===== config.mk =====
export PLATFORM = sky130hd
export DESIGN_NAME = sha256_round_ctrl
export DESIGN_NICKNAME = d
export VERILOG_FILES = /design/src/rtl/sha256_round_ctrl.sv
export SDC_FILE = /design/constraint.sdc
export NUM_CORES = 1
export LEC_CHECK = 0
export ABC_AREA = 1
export BUFFER_PORTS_ARGS = -buffer_cell sky130_fd_sc_hd__buf_2
export CAP_MARGIN = 20
export CORE_MARGIN = 10
export CORE_UTILIZATION = 40
export DETAILED_ROUTE_END_ITERATION = 7
export PLACE_DENSITY = 0.67
export SYNTH_ARGS = -nofsm -noshare
export SYNTH_HDL_FRONTEND = slang
export SYNTH_SLANG_ARGS = --single-unit

===== constraint.sdc =====
create_clock -name clk -period 1.35 [get_ports clk]
set_input_delay 0 -clock clk [delete_from_list [all_inputs] [get_ports clk]]
set_output_delay 0 -clock clk [all_outputs]
set_load 0.01 [all_outputs]

===== src/rtl/sha256_round_ctrl.sv =====
// sha256_round_ctrl: block sequencer for the SHA-256 compression round datapath.
// Each accepted start runs LOAD, ROUNDS round cycles, UPDATE, then DONE.
// Optional feature macro: SHA256_CTRL_STALL_EN adds stall_i, which freezes ROUND.
// Ports:
//   clk, rst          rising-edge clock, synchronous active-high reset
//   start_i           block request, sampled only when idle
//   init_i, last_i    first/final block flags, captured with an accepted start
//   stall_i           (SHA256_CTRL_STALL_EN only) hold the round counter in ROUND
//   busy_o, done_o    sequencer active / one-cycle completion pulse
//   digest_valid_o    hash register holds the final message digest
//   sel_o, sel_a_o    working-variable mux selects (1 = hash/IV side)
//   iv_sel_o          hash-side source select (1 = IV constants)
//   hash_iv_load_o    load IV into the hash register
//   wreg_en_o         working registers a..h capture enable
//   round_idx_o       round number for K ROM and message schedule
//   w_msg_sel_o       W source (1 = message word, rounds 0..15)
//   hash_upd_o        hash register accumulate enable
module sha256_round_ctrl #(
    parameter int unsigned ROUNDS = 64,
    parameter int unsigned CNT_W  = 6
) (
    input  logic             clk,
    input  logic             rst,
    input  logic             start_i,
    input  logic             init_i,
    input  logic             last_i,
`ifdef SHA256_CTRL_STALL_EN
    input  logic             stall_i,
`endif
    output logic             busy_o,
    output logic             done_o,
    output logic             digest_valid_o,
    output logic             sel_o,
    output logic             sel_a_o,
    output logic             iv_sel_o,
    output logic             hash_iv_load_o,
    output logic             wreg_en_o,
    output logic [CNT_W-1:0] round_idx_o,
    output logic             w_msg_sel_o,
    output logic             hash_upd_o
);

    localparam logic [CNT_W-1:0] LAST_IDX = CNT_W'(ROUNDS - 1);

    typedef enum logic [2:0] {
        S_IDLE,
        S_LOAD,
        S_ROUND,
        S_UPDATE,
        S_DONE
    } state_e;

    state_e           state_q, state_d;
    logic [CNT_W-1:0] cnt_q, cnt_d;
    logic             init_q, init_d;
    logic             last_q, last_d;

    logic             busy_q, busy_d;
    logic             done_q, done_d;
    logic             dv_q, dv_d;
    logic             sel_q, sel_d;
    logic             sel_a_q, sel_a_d;
    logic             iv_sel_q, iv_sel_d;
    logic             hiv_q, hiv_d;
    logic             wreg_en_q, wreg_en_d;
    logic [CNT_W-1:0] idx_q, idx_d;
    logic             wmsg_q, wmsg_d;
    logic             hupd_q, hupd_d;

    logic             hold_c;
    logic             stalled_c;

`ifdef SHA256_CTRL_STALL_EN
    assign hold_c = stall_i;
`else
    assign hold_c = 1'b0;
`endif

    // Stall only has effect while rounds are running.
    assign stalled_c = (state_q == S_ROUND) && hold_c;

    // Next state, counter, and output decode from the upcoming state so outputs line up with it.
    always_comb begin
        state_d = state_q;
        cnt_d   = cnt_q;
        init_d  = init_q;
        last_d  = last_q;

        case (state_q)
            S_IDLE: begin
                if (start_i) begin
                    init_d  = init_i;
                    last_d  = last_i;
                    state_d = S_LOAD;
                end
            end
            S_LOAD: begin
                cnt_d   = '0;
                state_d = S_ROUND;
            end
            S_ROUND: begin
                if (!hold_c) begin
                    if (cnt_q == LAST_IDX) begin
                        cnt_d   = '0;
                        state_d = S_UPDATE;
                    end else begin
                        cnt_d = cnt_q + CNT_W'(1);
                    end
                end
            end
            S_UPDATE: state_d = S_DONE;
            S_DONE:   state_d = S_IDLE;
            default: begin
                cnt_d   = '0;
                state_d = S_IDLE;
            end
        endcase

        busy_d    = (state_d != S_IDLE);
        done_d    = (state_d == S_DONE);
        sel_d     = (state_d == S_LOAD);
        sel_a_d   = (state_d == S_LOAD);
        iv_sel_d  = (state_d == S_LOAD) && init_d;
        hiv_d     = (state_d == S_LOAD) && init_d;
        wreg_en_d = (state_d == S_LOAD) || ((state_d == S_ROUND) && !stalled_c);
        idx_d     = (state_d == S_ROUND) ? cnt_d : '0;
        wmsg_d    = (state_d == S_ROUND) && (32'(cnt_d) < 32'd16);
        hupd_d    = (state_d == S_UPDATE);

        // Digest flag: cleared by a new block, set when a final block completes.
        dv_d = dv_q;
        if (state_d == S_LOAD) begin
            dv_d = 1'b0;
        end else if ((state_d == S_DONE) && last_d) begin
            dv_d = 1'b1;
        end
    end

    // State, counter, latched flags and registered outputs.
    always_ff @(posedge clk) begin
        if (rst) begin
            state_q   <= S_IDLE;
            cnt_q     <= '0;
            init_q    <= 1'b0;
            last_q    <= 1'b0;
            busy_q    <= 1'b0;
            done_q    <= 1'b0;
            dv_q      <= 1'b0;
            sel_q     <= 1'b0;
            sel_a_q   <= 1'b0;
            iv_sel_q  <= 1'b0;
            hiv_q     <= 1'b0;
            wreg_en_q <= 1'b0;
            idx_q     <= '0;
            wmsg_q    <= 1'b0;
            hupd_q    <= 1'b0;
        end else begin
            state_q   <= state_d;
            cnt_q     <= cnt_d;
            init_q    <= init_d;
            last_q    <= last_d;
            busy_q    <= busy_d;
            done_q    <= done_d;
            dv_q      <= dv_d;
            sel_q     <= sel_d;
            sel_a_q   <= sel_a_d;
            iv_sel_q  <= iv_sel_d;
            hiv_q     <= hiv_d;
            wreg_en_q <= wreg_en_d;
            idx_q     <= idx_d;
            wmsg_q    <= wmsg_d;
            hupd_q    <= hupd_d;
        end
    end

    assign busy_o         = busy_q;
    assign done_o         = done_q;
    assign digest_valid_o = dv_q;
    assign sel_o          = sel_q;
    assign sel_a_o        = sel_a_q;
    assign iv_sel_o       = iv_sel_q;
    assign hash_iv_load_o = hiv_q;
    assign wreg_en_o      = wreg_en_q;
    assign round_idx_o    = idx_q;
    assign w_msg_sel_o    = wmsg_q;
    assign hash_upd_o     = hupd_q;

endmodule


; Word-level counts from Yosys, hierarchy flattened
; Index checks and enable logic that the tools add are counted.
[classes]
n_addsub = 1
mul = 0
div = 0
n_lt_le_gt_ge = 1
eq_ne = 9
n_shift = 0
muxes = 9
n_bitwise = 1
reduce_logical = 9
[ops]
columns = op, count
row1 = $eq 3x2->1 const B, 4
row2 = $pmux 3 s4, 1
row3 = $pmux 6 s2, 1
row4 = $add 6x1->6 const B, 1
row5 = $eq 3x1->1 const B, 2
row6 = $eq 3x3->1 const B, 2
row7 = $eq 6x6->1 const B, 1
row8 = $lt 6x5->1 const B, 1
row9 = $mux 3, 2
row10 = $mux 6, 1
row11 = $mux 1, 4
row12 = $reduce_or 2->1, 2
row13 = $logic_and 1x1->1, 3
row14 = $logic_not 3->1, 1
row15 = $reduce_bool 3->1, 1
row16 = $reduce_or 3->1, 1
row17 = $logic_or 1x1->1, 1
row18 = $not 1->1, 1
[word_totals]
register_bits = 25
latchBits = 0
ramBits = 0
rom_bits = 0
input_bits = 5
out_inout_bits = 16
elab_cells = 43
mem_count = 0

; Longest topological paths before layout
[depth]
word_depth = 6
ltp_mapped = 8
mapped_depth_nobuf = 8

; Worst setup path before layout
; OpenSTA, ideal clock, no wires.
[synth_path]
kind = reg-to-reg
start = register cnt_q[0]
end = register wreg_en_q, in the netlist wreg_en_o
setup_ps = 122
t_arrival_ps = 1183
t_required_ps = 1228
setup_slack_ps = 45
path_stages_with_launch = 9
n_path_buf = 0
period_less_slack_ps = 1305
path_cell_list = dfxtp_1 ha_1 nand3_1 nor2_2 nand2_1 nand2_1 inv_2 nand2_4 o21ai_0
[synth_between]
elab_chain_len = 5
elab_cells_between_ends = 6
cone_classes = eq/ne: 3 / mux: 2 / reduce/logical: 1
[synth_rtl]
columns = item, line
row1 = from (decl), 54  ; logic [CNT_W-1:0] cnt_q, cnt_d;
row2 = from (signal assigned), 159  ; cnt_q <= cnt_d;
row3 = $eq 6x6->1 *, 103  ; if (cnt_q == LAST_IDX) begin
row4 = $mux 3 *, 103
row5 = $pmux 3 s4 *, 89  ; case (state_q)
row6 = $eq 3x1->1 / $eq 3x2->1 (equally long branches), 125  ; wreg_en_d = (state_d == S_LOAD) || ((state_d == S_ROUND) && !stalled_c);
row7 = $logic_or 1x1->1 *, 125
row8 = to (signal assigned), 169  ; wreg_en_q <= wreg_en_d;
row9 = to (decl), 65  ; logic wreg_en_q, wreg_en_d;
; Every way passes the cells marked *; elsewhere a longest branch is shown, timed or not.
; A chain may end at the register's enable or synchronous reset.

; Final worst setup path
; Same ends and word-level chain as after synthesis.

==> impl_metrics.toml <==
[run_status]
status = "completed"

[route]
avgViaCountPerCell = 4.63
dr.pass1.iters = 4
postRouteAntennaNets = 0
vias = 820
wl_mm = 2.03
drt_iter0_markers = 25
drc = 0
wl_per_cell_um = 11.5

[layout]
multiInputGateArea_um2 = 407
fin_nets = 156
drive_gt1_share_pct = 30.9
n_antenna_cell = 0
num-fill-cells = 232
seqCellArea_um2 = 504
area_delta_synth_final_pct = 24.6
final_cell_count_no_fill = 177

[pwr]
switching_share_pct = 25.5
combPwrFrac_pct = 12.1
p_sw_mw = 0.321
vdd_drop_max_mv = 0.462
power_mw = 1.26
power_density_nw_per_um2 = 1050
p_seq_share_pct = 62.3
p_int_mw = 0.936
leakagePower_nw = 0.569
clock_power_share_pct = 25.7

[placement]
placedCellCount = 168
dp_worst_setup_slack_ns = 0.0330
dp_hpwl_mm = 1.44
place.gp.congestion = 0.781
numPortBuffers = 20

[timing]
fin_worst_skew_ns = 0.00495
slew_headroom_pct = 81.1
drv_slew = 0
final.period_utilization_pct = 94.8
hold_ws_ns = 0.0286
final_hold_viol_count = 0
worst_slack_ns = 0.0705
tns_ns = 0
fmax_mhz = 782
setup_viol_count_final = 0
min_period_ns = 1.28
worst_pin_slew_ns = 0.283

[worst_hold_path]
hp-class = "primary input to flop"

[global_route]
grt-ovfl-total = 0
grt_max_degree = 16
grt_pass1_vias = 759
grt_usage_pct = 7.84
grt_first_pass_wirelength_mm = 3.25
grt_antenna_before_repair = 0

[clock_network]
cts_tree = "done"
cts.sinks = 25
insertion_delay_ns = 0.31
h-tree-depth = 1
cts_buffers = 3
clkTransAtPathRegs_ns = 0.13
clock_path_buffers = 2
cts_root_buf = "clkbuf_4"

[logic_synthesis]
syn_area_per_cell_um2 = 7.94
synth_most_common_cell = "dfxtp_1"
synth_seq_area_share_pct = 52.1
synth_top_area_cell = "dfxtp_1"
synthFlopType = "dfxtp_1"
syn_inst = 121
synth_area_um2 = 961
synthTopCellsByArea = "dfxtp_1, nand2_1, nor2_1"
synth_edf_count = 0
synth_nets = 127
synth_seq_cells = 25
synth_warnings = 0
synth.distinct_cells = 25
synth_common_cells = "dfxtp_1, nand2_1, nor2_1, inv_1, nand3_1"
synth.top_cell.area_share_pct = 52.1
async_flop_share_pct = 0

[floorplan]
die_h_um = 69.0
core_area_um2 = 2250
start_util_pct = 42.6
num_rows = 17
io_pins = 21
die-area_um2 = 4760
fp.dieW_um = 69.0

[critical_path]
worstPathRequired_ns = 1.55
critPathLaunchType = "flop"
cp.arrival_ns = 1.48
cp_max_fo = 7
r2r_slack_ns = 0.07
critPathKind = "flop to flop"
end_kind = "flop"

[run]
drv_cap = 0
==> sequential cells by signal, indices dropped and copies added, names as in the netlist <==
register / cells
init_q: 1
done_o: 1
wreg_en_o: 1
last_q: 1
hash_upd_o: 1
cnt_q: 6
round_idx_o: 6
state_q: 3
w_msg_sel_o: 1
digest_valid_o: 1
sel_a_o: 1
busy_o: 1
hash_iv_load_o: 1
==> through the flow <==
step           instance area (um2)  util (%)
2_1_floorplan                  961         -
3_3_place_gp                  1090      48.4
3_5_place_dp                  1090      48.4
4_1_cts                       1150      51.0
5_1_grt                       1200      53.1
6_report                      1200      53.1
==> cells by family after synthesis <==
kind of cell | count (synthesis) | synth area share, %
AOI/OAI and AO/OA | 12 | 7.42
adders and majority gates | 1 | 1.30
buffers and inverters | 19 | 8.59
DFF | 25 | 52.1
and+or+nand+nor | 64 | 30.6
==> layer usage <==
| metal | part of all wire (%) | global-route usage [%] | vias up |
|---|---|---|---|
| li1 | - | - | 435 |
| met1 | 44 | 8.66 | 360 |
| met2 | 46 | 12.7 | 23 |
| met3 | 8.8 | 3.42 | 2 |
| met4 | 0.89 | 3.33 | 0 |
| met5 | 0 | 0 | - |
==> worst paths after layout <==
check / startpoint / end / depth (start not counted)
max: cnt_q[0] / wreg_en_o / 8
min: rst / state_q[0] / 2
max reg2reg: cnt_q[0] / wreg_en_o / 8
min reg2reg: digest_valid_o / digest_valid_o / 2
==> cells in the final DEF (no fill, tap or decap), types with 2 or more instances in the layout <==
master         Yosys  final
nand2_1           23     22
dfxtp_1           25     22
nor2_1            21     21
buf_2              0     20
inv_1             13     13
nand3_1            8      7
a21oi_1            5      5
buf_4              3      5
nand4_1            3      3
clkbuf_4           0      3
dfxtp_2            0      3
dlygate4sd3_1      0      3
nand3_2            1      2
nor2_4             1      2
nand2_2            1      2
inv_2              2      2
o21ai_0            2      2
==> power by group through the flow <==
stage / Clock, mW / Sequential (mW) / Combinational [mW]
final: 0.322 / 0.782 / 0.152
after global routing: 0.360 / 0.786 / 0.169
after CTS: 0.335 / 0.780 / 0.142
after detailed placement: 0 / 0.796 / 0.135
after global placement: 0 / 0.795 / 0.132
after floorplan: 0 / 0.804 / 0.0803
==> what timing repair did <==
item,4_1_cts,5_1_grt
gates resized for setup,0,9
hold endpoints to repair,4,0
setup endpoints to repair,0,10
setup buffers,0,2
hold buffers,3,0
==> critical path, cell delays in order (launching register included) <==
cell and delay (ns):
dfxtp_2 0.38, ha_4 0.15, nand3_2 0.11, nor2_4 0.14, nand2_1 0.07, nand2_2 0.08
inv_2 0.06, nand2_4 0.11, o21ai_0 0.08
==> cell type report <==
| type | count | area share, % |
|---|---|---|
| clock buffers | 3 | 1.88 |
| clock inverters | 1 | 0.418 |
| inverters | 15 | 4.70 |
| multi-input cells | 77 | 34.0 |
| flip-flops and latches | 25 | 42.1 |
| well taps | 28 | 2.93 |
| repair buffers | 28 | 14.0 |
No activity file was read; power rests on OpenSTA's default activity.
